### src/rtl/fetch_pkg.sv
// Shared types and constants for the instruction-fetch stage.
package fetch_pkg;

    typedef enum logic [1:0] {
        IDLE  = 2'd0,
        RUN   = 2'd1,
        DRAIN = 2'd2
    } fetch_state_t;

    localparam logic [31:0] NOP = 32'h0000_0013;

    localparam int OPCODE_LSB = 2;
    localparam int OPCODE_MSB = 6;
    localparam int FUNC3_LSB  = 12;
    localparam int FUNC3_MSB  = 14;
    localparam int FUNC7_LSB  = 25;
    localparam int FUNC7_MSB  = 31;

endpackage

### src/rtl/fetch_fifo.sv
// Small circular prefetch buffer with synchronous push/pop/flush and an occupancy count.
module fetch_fifo #(
    parameter int DEPTH = 2,
    parameter int WIDTH = 64
) (
    input  logic                         clk,
    input  logic                         rst,
    input  logic                         push,
    input  logic [WIDTH-1:0]             push_data,
    input  logic                         pop,
    input  logic                         flush,
    output logic [WIDTH-1:0]             head,
    output logic [$clog2(DEPTH+1)-1:0]   count
);
    localparam int AW = (DEPTH > 1) ? $clog2(DEPTH) : 1;
    localparam int CW = $clog2(DEPTH + 1);

    logic [WIDTH-1:0] mem [DEPTH];
    logic [AW-1:0]    wr_ptr;
    logic [AW-1:0]    rd_ptr;
    logic             do_push;
    logic             do_pop;

    function automatic logic [AW-1:0] bump(input logic [AW-1:0] p);
        return (p == AW'(DEPTH - 1)) ? '0 : p + AW'(1);
    endfunction

    assign do_pop  = pop && (count != '0);
    assign do_push = push && ((count != CW'(DEPTH)) || do_pop);

    always_ff @(posedge clk or negedge rst) begin
        if (!rst) begin
            wr_ptr <= '0;
            rd_ptr <= '0;
            count  <= '0;
        end else if (flush) begin
            wr_ptr <= '0;
            rd_ptr <= '0;
            count  <= '0;
        end else begin
            if (do_push) wr_ptr <= bump(wr_ptr);
            if (do_pop)  rd_ptr <= bump(rd_ptr);
            if (do_push && !do_pop)
                count <= count + CW'(1);
            else if (do_pop && !do_push)
                count <= count - CW'(1);
        end
    end

    // Storage carries no reset; occupancy alone decides what is visible.
    always_ff @(posedge clk) begin
        if (do_push && !flush) mem[wr_ptr] <= push_data;
    end

    assign head = mem[rd_ptr];

endmodule

### src/rtl/fetch_unit.sv
// Instruction fetch: PC sequencing, in-order memory requests, prefetch buffering
// and redirect handling, presenting a pre-sliced head instruction to decode.
module fetch_unit
    import fetch_pkg::*;
#(
    parameter int              XLEN       = 32,
    parameter logic [XLEN-1:0] RESET_PC   = '0,
    parameter int              FIFO_DEPTH = 2
) (
    input  logic            clk,
    input  logic            rst,
    input  logic            redirect,
    input  logic [XLEN-1:0] redirect_pc,
    output logic            imem_req,
    output logic [XLEN-1:0] imem_addr,
    input  logic            imem_gnt,
    input  logic            imem_rvalid,
    input  logic [XLEN-1:0] imem_rdata,
    output logic            inst_valid,
    input  logic            inst_ready,
    output logic [XLEN-1:0] inst,
    output logic [XLEN-1:0] inst_pc,
    output logic [4:0]      opcode,
    output logic [2:0]      func3,
    output logic [6:0]      func7,
    output logic            illegal
);
    localparam int CW = $clog2(FIFO_DEPTH + 1);

    fetch_state_t    state;
    fetch_state_t    state_next;
    logic            armed;
    logic [XLEN-1:0] fetch_pc;
    logic [XLEN-1:0] fetch_pc_next;
    logic [CW-1:0]   outstanding;
    logic [CW-1:0]   outstanding_next;
    logic [CW-1:0]   fifo_count;
    logic [CW:0]     in_flight;
    logic [2*XLEN-1:0] head;
    logic [XLEN-1:0] head_inst;
    logic [XLEN-1:0] head_pc;
    logic [XLEN-1:0] resp_pc;
    logic            active;
    logic            redirect_now;
    logic            issue;
    logic            push;
    logic            pop;

    assign active       = (state != IDLE);
    assign redirect_now = redirect && active;
    assign in_flight    = {1'b0, outstanding} + {1'b0, fifo_count};

    assign imem_req  = (state == RUN) && !redirect && (in_flight < (CW+1)'(FIFO_DEPTH));
    assign imem_addr = fetch_pc;
    assign issue     = imem_req && imem_gnt;

    // Outside DRAIN every pending request is on the current path and sequential,
    // so the oldest one sits outstanding words behind the fetch PC.
    assign resp_pc = fetch_pc - XLEN'({outstanding, 2'b00});
    assign push    = (state == RUN) && !redirect && imem_rvalid;
    assign pop     = inst_valid && inst_ready;

    always_comb begin
        state_next       = state;
        fetch_pc_next    = fetch_pc;
        outstanding_next = outstanding;

        if (issue || (redirect_now && imem_gnt))
            outstanding_next = outstanding_next + CW'(1);
        if (imem_rvalid && active)
            outstanding_next = outstanding_next - CW'(1);
        if (issue)
            fetch_pc_next = fetch_pc + XLEN'(4);

        case (state)
            IDLE:    if (armed) state_next = RUN;
            RUN:     state_next = RUN;
            DRAIN:   if (outstanding_next == '0) state_next = RUN;
            default: state_next = IDLE;
        endcase

        if (redirect_now) begin
            fetch_pc_next = redirect_pc & ~XLEN'(3);
            state_next    = (outstanding_next != '0) ? DRAIN : RUN;
        end
    end

    // armed holds IDLE for one full cycle after reset release.
    always_ff @(posedge clk or negedge rst) begin
        if (!rst) begin
            state       <= IDLE;
            armed       <= 1'b0;
            fetch_pc    <= RESET_PC;
            outstanding <= '0;
        end else begin
            state       <= state_next;
            armed       <= 1'b1;
            fetch_pc    <= fetch_pc_next;
            outstanding <= outstanding_next;
        end
    end

    fetch_fifo #(
        .DEPTH (FIFO_DEPTH),
        .WIDTH (2 * XLEN)
    ) u_fifo (
        .clk       (clk),
        .rst       (rst),
        .push      (push),
        .push_data ({imem_rdata, resp_pc}),
        .pop       (pop),
        .flush     (redirect_now),
        .head      (head),
        .count     (fifo_count)
    );

    assign head_inst  = head[2*XLEN-1:XLEN];
    assign head_pc    = head[XLEN-1:0];
    assign inst_valid = (fifo_count != '0);
    assign inst       = inst_valid ? head_inst : XLEN'(NOP);
    assign inst_pc    = inst_valid ? head_pc : fetch_pc;
    assign opcode     = inst[OPCODE_MSB:OPCODE_LSB];
    assign func3      = inst[FUNC3_MSB:FUNC3_LSB];
    assign func7      = inst[FUNC7_MSB:FUNC7_LSB];
    assign illegal    = inst_valid && (inst[1:0] != 2'b11);

endmodule

### config.mk
export PLATFORM = sky130hd
export DESIGN_NAME = fetch_unit
export DESIGN_NICKNAME = d
export VERILOG_FILES = /design/src/rtl/fetch_pkg.sv /design/src/rtl/fetch_fifo.sv /design/src/rtl/fetch_unit.sv
export SDC_FILE = /design/constraint.sdc
export NUM_CORES = 1
export LEC_CHECK = 0
export ABC_AREA = 0
export CORE_MARGIN = 5
export CORE_UTILIZATION = 55
export CTS_CLUSTER_DIAMETER = 200
export DETAILED_ROUTE_END_ITERATION = 7
export PLACE_DENSITY = 0.86
export RECOVER_POWER = 25
export SETUP_SLACK_MARGIN = 0.5
export SLEW_MARGIN = 10
export SYNTH_ARGS = -nofsm -noshare
export SYNTH_HDL_FRONTEND = slang
export SYNTH_HIERARCHICAL = 1
export SYNTH_SLANG_ARGS = --single-unit
### constraint.sdc
create_clock -name clk -period 18.78 [get_ports clk]
set_clock_uncertainty 0.1 [all_clocks]
set_input_delay 4.695 -clock clk [delete_from_list [all_inputs] [get_ports clk]]
set_output_delay 4.695 -clock clk [all_outputs]
set_load 0.05 [all_outputs]
==> impl_metrics.env, run 1 <==
export IMPL_crit_chain="clkdlybuf4s50_1 > inv_1 > nand3_1 > nor3_1 > clkdlybuf4s50_1"
export IMPL_cpPeakStageDelay_ps=870
export IMPL_synth_top_area_frac=0.466
export IMPL_cts_buffers=17
export IMPL_grt_setup_unrepaired="false"
export IMPL_grt_max_degree=66
export IMPL_drcViolationCount=0
export IMPL_cts_tree="yes"
export IMPL_drv_slew=0
export IMPL_clk_path_buf_depth=2
export IMPL_die_y_microns=132
export IMPL_synth_seq_cells=167
export IMPL_hold_viol=0
export IMPL_ys_types=47
export IMPL_period_minus_slack_ps=11350
export IMPL_synthArstFlopShare=0.234
export IMPL_setup_ws_ps=7430
export IMPL_drt_initial_drc_count=394
export IMPL_area_growth_pct=29.2
export IMPL_critPathMaxFanout=8
export IMPL_cp_required_ps=13990
export IMPL_die_w_microns=132
export IMPL_fin_util=0.728
export IMPL_synth_top_area_cell="edfxtp_1"
export IMPL_core_area_sq_mm=0.0146
export IMPL_grt_pass1_wl_microns=30500
export IMPL_synth_top_flop_cell="edfxtp_1"
export IMPL_antenna_cells=0
export IMPL_hpwl_microns=13000
export IMPL_ant_nets=0
export IMPL_wl_microns=19200
export IMPL_period_share=0.604
export IMPL_cap_violations=0
export IMPL_cts_setup_buffers=0
export IMPL_tightest_slew_ps=902
export IMPL_clkLatencyLatePin_ps=420
export IMPL_synth_edf_count=128
export IMPL_tns_ps=0
export IMPL_crit_buf_inv=3
export IMPL_htreeDepth=4
export IMPL_finalSetupViolations=0
export IMPL_cts_num_sinks=167
export IMPL_max_freq_mhz=88.1
export IMPL_stdcell_area_sq_mm=0.0107
export IMPL_syn_area_sq_mm=0.00825
export IMPL_start_util=0.564
export IMPL_syn_instance_count=660
export IMPL_grt_total_usage=0.219
export IMPL_dp_slack_ps=7470
export IMPL_grt_pass1_vias=5867
export IMPL_nNetsFinal=884
export IMPL_dieArea_sq_mm=0.0176
export IMPL_root_buffer="clkbuf_16"
export IMPL_num_vias=5688
export IMPL_cpMaxStageDelayCell="clkdlybuf4s50_1"
export IMPL_numPortBuffers=179
export IMPL_grt_ovfl_total=0
export IMPL_critPathLaunchType="primary input"
export IMPL_ys_warn_count=6
export IMPL_max_slew_margin=0.398
export IMPL_yosysMostFrequentCell="edfxtp_1"
export IMPL_end_kind="output pin"
export IMPL_hp_class="register to register"
export IMPL_cts_hold_buf=0
export IMPL_status="completed"
export IMPL_cp_top_family="buffers and inverters"
export IMPL_wl_per_cell_microns=19.1
export IMPL_ys_seq_area_frac=0.584
export IMPL_netlist_top_cells_count="edfxtp_1, mux2_2, nand2_1"
export IMPL_layout_drive_gt1_share=0.166
export IMPL_worstSetupPathType="primary input to output pin"
export IMPL_io_pins=184
export IMPL_num_rows=44
export IMPL_ctsResizeCount=0
export IMPL_clk_pin_slew_ps=60
export IMPL_cp_data_arrival_time_ps=6560
export IMPL_antenna_found_initial=0
export IMPL_gp_congestion=0.871
export IMPL_viasPerCell=5.66
export IMPL_cpMostUsedCell="clkdlybuf4s50_1"
export IMPL_placed_area_sq_mm=0.0100
export IMPL_firstDrtPassIters=5
export IMPL_synthTopCellsByArea="edfxtp_1, mux2_2, dfrtp_1"
export IMPL_synth_avg_cell_area_sq_um=12.5
[flip-flops by register name (all words and copies together) (netlist names)]
register	flops
imem_addr	30
state	2
u_fifo/mem	128
u_fifo/rd_ptr	1
armed	1
u_fifo/count	2
outstanding	2
u_fifo/wr_ptr	1
[worst reg2reg max path, stage by stage (launching register included)]
cell and delay (ps):
dfrtp_1 460, and2_1 180, fa_1 500, nor3b_1 570, and3_1 470, nand3_1 280, or4_1 560, nand3_1 90
[cell type report]
cell class                      count  area (sq um)
Clock buffer                       18           429
Clock inverter                     14           230
Tap cell                          184           230
Sequential cell                   167          4820
Timing Repair Buffer              186          1840
Fill cell                         961          3990
Multi-Input combinational cell    422          3060
Inverter                           14          52.6
[cells in the final DEF (no fill, tap or decap), drive strengths merged, types with 3 or more instances in the layout]
cell type,instances
nor3b,3
nand2,57
bufinv,6
nand4,7
nand2b,7
dlygate4sd3,26
buf,8
inv,14
mux2,91
o21ai,35
a31oi,3
a21oi,3
and3,11
conb,7
or3,5
nor3,14
ha,4
or4,8
clkdlybuf4s50,152
nor4,9
and4,4
clkinv,7
xnor2,25
nand3,22
nor2,22
edfxtp,128
or2,3
and2,37
clkbuf,18
xor2,32
dfrtp,39
[logic make-up (layout without fill, tap and decap cells)]
logic type / after synthesis / count (layout) / share of synthesized area
mux: 91 / 91 / 0.124
xor+xnor: 57 / 57 / 0.0614
flops: 167 / 167 / 0.584
other cells: 2 / 7 / 0.000910
simple gates: 211 / 211 / 0.136
compound gates: 50 / 50 / 0.0355
buf+inv: 76 / 232 / 0.0467
fa+ha+maj: 6 / 6 / 0.0109
[metrics by stage]
stage,instances,hold WS (ps)
after floorplan,665,465
after global placement,973,484
after detailed placement,973,508
after CTS,1005,522
after global routing,1005,567
final,1005,529
[metal layers]
| layer | vias to the layer above | GRT usage | part of all wire |
|---|---|---|---|
| li1 | 2631 | - | - |
| met1 | 2781 | 0.277 | 0.41 |
| met2 | 240 | 0.367 | 0.50 |
| met3 | 36 | 0.0528 | 0.061 |
| met4 | 0 | 0.0866 | 0.023 |
| met5 | - | 0 | 0 |
[path summary, 6_finish.rpt]
check,start,to,slack [ps],cells after the start
max in group asynchronous,rst,u_fifo/rd_ptr,13660,1
setup reg to reg,u_fifo/count[0],imem_addr[29],15520,7
hold reg to reg,state[0],state[1],530,2
min in group asynchronous,rst,imem_addr[21],4300,1
setup / recovery,redirect,imem_req,7430,5
hold / removal,state[0],state[1],530,2
Power of run 1 is not shown: default switching activity piles up to over one toggle a cycle in this logic, so the estimate is an artifact.
==> run 2: changes to the inputs <==
--- a/config.mk
+++ b/config.mk
@@ -7,10 +7,10 @@
 export LEC_CHECK = 0
 export ABC_AREA = 0
 export CORE_MARGIN = 5
-export CORE_UTILIZATION = 55
+export CORE_UTILIZATION = 46
 export CTS_CLUSTER_DIAMETER = 200
 export DETAILED_ROUTE_END_ITERATION = 7
-export PLACE_DENSITY = 0.86
+export PLACE_DENSITY = 0.77
 export RECOVER_POWER = 25
 export SETUP_SLACK_MARGIN = 0.5
 export SLEW_MARGIN = 10
==> constraint.sdc (replaced) <==
create_clock -name clk -period 10.3 [get_ports clk]
set_clock_uncertainty 0.1 [all_clocks]
set_input_delay 2.575 -clock clk [delete_from_list [all_inputs] [get_ports clk]]
set_output_delay 2.575 -clock clk [all_outputs]
set_load 0.05 [all_outputs]
==> run 2 against run 1 <==
Setup slack got worse by 4100 ps. Non-clock buffer count is 1 higher. Sequential share of layout area hardly changed. Wire length decreased by 4.5%. Cell count grew 4.6%. Worst hold slack worse by 13 ps. Highest routed layer unchanged.
==> impl_metrics.env, run 2 (synthesis gave the netlist of run 1 again) <==
export IMPL_status="completed"
export IMPL_top_register="u_fifo/mem"
export IMPL_clkLatencyLatePin_ps=420
export IMPL_grt_pass1_vias=5559
export IMPL_critPathMaxFanout=8
export IMPL_grt_total_usage=0.180
export IMPL_cts_setup_buffers=0
export IMPL_finalSetupViolations=0
export IMPL_cts_num_sinks=167
export IMPL_tns_ps=0
export IMPL_wl_microns=18300
export IMPL_cp_required_ps=7630
export IMPL_max_freq_mhz=144
export IMPL_final_common_cell="clkdlybuf4s50_1"
export IMPL_core_area_sq_mm=0.0178
export IMPL_worstSetupPathType="primary input to output pin"
export IMPL_antenna_found_initial=0
export IMPL_die_y_microns=144
export IMPL_numPortBuffers=179
export IMPL_stdcell_area_sq_mm=0.0107
export IMPL_drv_slew=0
export IMPL_drcViolationCount=0
export IMPL_tightest_slew_ps=977
export IMPL_grt_pass1_wl_microns=28900
export IMPL_root_buffer="clkbuf_16"
export IMPL_wl_per_cell_microns=17.4
export IMPL_start_util=0.463
export IMPL_grt_max_degree=61
export IMPL_hp_class="register to register"
export IMPL_placed_area_sq_mm=0.0101
export IMPL_end_kind="output pin"
export IMPL_layout_drive_gt1_share=0.173
export IMPL_antenna_cells=0
export IMPL_cts_hold_buf=0
export IMPL_period_minus_slack_ps=6960
export IMPL_nNetsFinal=885
export IMPL_largest_register_ffs=128
export IMPL_cts_tree="yes"
export IMPL_cp_data_arrival_time_ps=4290
export IMPL_period_share=0.676
export IMPL_cap_violations=0
export IMPL_critPathLaunchType="primary input"
export IMPL_fin_util=0.598
export IMPL_die_w_microns=144
export IMPL_max_slew_margin=0.349
export IMPL_dieArea_sq_mm=0.0207
export IMPL_grt_ovfl_total=0
export IMPL_area_growth_pct=29.2
export IMPL_firstDrtPassIters=5
export IMPL_ant_nets=0
export IMPL_hold_viol=0
export IMPL_viasPerCell=5.25
export IMPL_clk_path_buf_depth=2
export IMPL_ctsResizeCount=0
export IMPL_num_vias=5514
export IMPL_io_pins=184
export IMPL_clk_pin_slew_ps=70
export IMPL_num_rows=49
export IMPL_drt_initial_drc_count=232
export IMPL_final_cell_mix="clkdlybuf4s50_1, edfxtp_1, mux2_2"
export IMPL_gp_congestion=0.818
export IMPL_cts_buffers=17
export IMPL_htreeDepth=4
export IMPL_grt_setup_unrepaired="false"
export IMPL_hpwl_microns=12600
-- run 2: changes by cell type in the layout (fill, tap and decap cells not counted), sizes merged, moves of 2 or more --
cell,delta
clkdlybuf4s50,-5
dlygate4sd3,+5
bufinv,-4
clkinv,-2
inv,+7
-- run 2: layer usage --
layer | routed length (microns) | vias up | GRT usage
met1 | 7460 | 2687 | 0.222
met3 | 1030 | 24 | 0.0386
met5 | 0 | - | 0
met2 | 9450 | 163 | 0.311
li1 | - | 2640 | -
met4 | 357 | 0 | 0.0659
-- run 2: cell type report --
| type | instances | area (sq um) |
|---|---|---|
| clock buffers | 17 | 425 |
| clock inverters | 15 | 166 |
| fillers | 1426 | 7170 |
| inverters | 14 | 52.6 |
| multi-input cells | 422 | 3070 |
| flip-flops and latches | 167 | 4820 |
| well taps | 229 | 287 |
| repair buffers | 187 | 1850 |
-- run 2: path summary, 6_finish.rpt --
path,depth (start not counted),slack (ps),end,start
min,2,520,state[1],state[0]
min reg2reg,2,520,state[1],state[0]
max in group asynchronous,1,7230,u_fifo/rd_ptr,rst
max,5,3340,imem_req,redirect
max reg2reg,6,7160,u_fifo/mem[1][58],u_fifo/count[0]
min in group asynchronous,1,2200,state[1],rst
-- run 2: per-stage QoR --
stage	worst slack (ps)	hold slack (ps)	instances
2_1_floorplan	1520	465	665
6_report	3340	516	1051
3_5_place_dp	3330	504	1019
5_1_grt	3210	546	1051
4_1_cts	3330	514	1051
3_3_place_gp	3340	499	1019
-- run 2: worst max-delay path, cell delays in order --
cell	delay, ps
clkdlybuf4s50_1	530
inv_1	100
nand3_1	100
nor3_1	150
clkdlybuf4s50_1	830
Power of run 2 is left out for the same reason.
==> run 3: changes to the inputs <==
==> constraint.sdc (replaced) <==
create_clock -name clk -period 5.9 [get_ports clk]
set_clock_uncertainty 0.1 [all_clocks]
set_input_delay 1.475 -clock clk [delete_from_list [all_inputs] [get_ports clk]]
set_output_delay 1.475 -clock clk [all_outputs]
set_load 0.05 [all_outputs]
==> run 3 against run 2 <==
The run now ends with capacitance limit, slew limit left. First-iteration DRC count rose by 19%. Largest cell class unchanged. Register-to-register slack worse by 4600 ps. Via count fell by 0.51%. Setup slack worse by 2300 ps. Sequential share of layout area shrank 0.11 points. Count of clock-buffer cells in the layout rose by 1. Non-clock buffer count fell by 3. Die area is the same. Critical path depth unchanged. Wire length decreased by 0.17%.
==> impl_metrics.env, run 3 (synthesis gave the netlist of run 1 again) <==
export IMPL_core_area_sq_mm=0.0178
export IMPL_grt_ovfl_total=0
export IMPL_grt_max_degree=61
export IMPL_final_cell_mix="clkdlybuf4s50_1, edfxtp_1, mux2_2"
export IMPL_layout_drive_gt1_share=0.171
export IMPL_multi_input_area_sq_mm=0.00309
export IMPL_ctsResizeCount=0
export IMPL_cp_data_arrival_time_ps=3250
export IMPL_grt_total_usage=0.181
export IMPL_worstSetupPathType="primary input to output pin"
export IMPL_nFillCells=1468
export IMPL_nNetsFinal=882
export IMPL_setup_ws_ps=1070
export IMPL_viasPerCell=5.23
export IMPL_max_freq_mhz=207
export IMPL_grt_pass1_vias=5478
export IMPL_cts_buffers=17
export IMPL_tightest_slew_ps=2250
export IMPL_wl_per_cell_microns=17.4
export IMPL_critPathMaxFanout=8
export IMPL_fin_util=0.599
export IMPL_rr_worst_depth=5
export IMPL_final_common_cell="clkdlybuf4s50_1"
export IMPL_ant_nets=0
export IMPL_dp_slack_ps=1040
export IMPL_wl_microns=18300
export IMPL_drv_slew=40
export IMPL_die_y_microns=144
export IMPL_root_buffer="clkbuf_16"
export IMPL_hp_class="register to register"
export IMPL_numPortBuffers=179
export IMPL_antenna_found_initial=0
export IMPL_cts_tree="yes"
export IMPL_top_register="u_fifo/mem"
export IMPL_dp_cells=1016
export IMPL_clk_pin_slew_ps=60
export IMPL_cap_violations=1
export IMPL_endpoint="imem_req"
export IMPL_r2r_slack_ps=2560
export IMPL_status="finished, violations left"
export IMPL_area_growth_pct=29.5
export IMPL_clkLatencyLatePin_ps=430
export IMPL_cp_required_ps=4320
export IMPL_timing_rr_start="u_fifo/count[0]"
export IMPL_period_share=0.818
export IMPL_hold_viol=0
export IMPL_gp_congestion=0.787
export IMPL_finalSetupViolations=0
export IMPL_start_util=0.463
export IMPL_largest_register_ffs=128
export IMPL_critPathLaunchType="primary input"
export IMPL_violations="capacitance limit, slew limit"
export IMPL_drt_initial_drc_count=277
export IMPL_ff_latch_area_sq_mm=0.00482
export IMPL_end_kind="output pin"
export IMPL_drcViolationCount=0
export IMPL_cts_hold_buf=0
export IMPL_cts_setup_buffers=0
export IMPL_final_cells=1049
export IMPL_startpoint="redirect"
export IMPL_grt_setup_unrepaired="false"
export IMPL_num_vias=5486
export IMPL_grt_pass1_wl_microns=29000
export IMPL_cts_num_sinks=167
export IMPL_tns_ps=0
export IMPL_num_rows=49
export IMPL_dieArea_sq_mm=0.0207
export IMPL_r2r_end="u_fifo/mem[1][62]"
export IMPL_htreeDepth=4
export IMPL_die_w_microns=144
export IMPL_clk_path_buf_depth=2
export IMPL_max_slew_margin=-0.498
export IMPL_period_minus_slack_ps=4830
export IMPL_hpwl_microns=12600
export IMPL_io_pins=184
export IMPL_firstDrtPassIters=4
[run 3: metal layers]
layer  vias up  global-route usage  routed length (microns)
met5         -                   0                        0
met4         0              0.0634                      313
met3        24              0.0349                     1030
met2       150               0.304                     9150
met1      2673               0.236                     7780
li1       2639                   -                        -
[run 3: worst min-delay path by stage]
stage,from,endpoint,cells after the start
global route,state[0],state[1],2
CTS,state[0],state[1],2
finish,state[0],state[1],2
floorplan,state[0],state[1],2
detailed placement,state[0],state[1],2
global placement,state[1],state[1],2
[run 3: final cells by class]
| type | instances | area share |
|---|---|---|
| clock inverter | 14 | 0.0140 |
| timing repair buffer | 184 | 0.174 |
| tap | 229 | 0.0268 |
| multi-input combinational | 422 | 0.289 |
| antenna | 1 | 0.000234 |
| clock buffer | 18 | 0.0401 |
| inverter | 14 | 0.00492 |
| sequential | 167 | 0.451 |
[run 3: critical path, stage by stage]
cell and delay, ps:
clkdlybuf4s50_1 540, inv_1 100, nand3_1 90, nor3_1 190
clkdlybuf4s50_1 840
[run 3: stage by stage]
step,cell area [sq um],hold WS (ps)
6_report,10700,523
5_1_grt,10700,556
4_1_cts,10700,523
3_5_place_dp,10100,511
3_3_place_gp,10100,499
2_1_floorplan,8280,465
Power of run 3 is left out for the same reason.
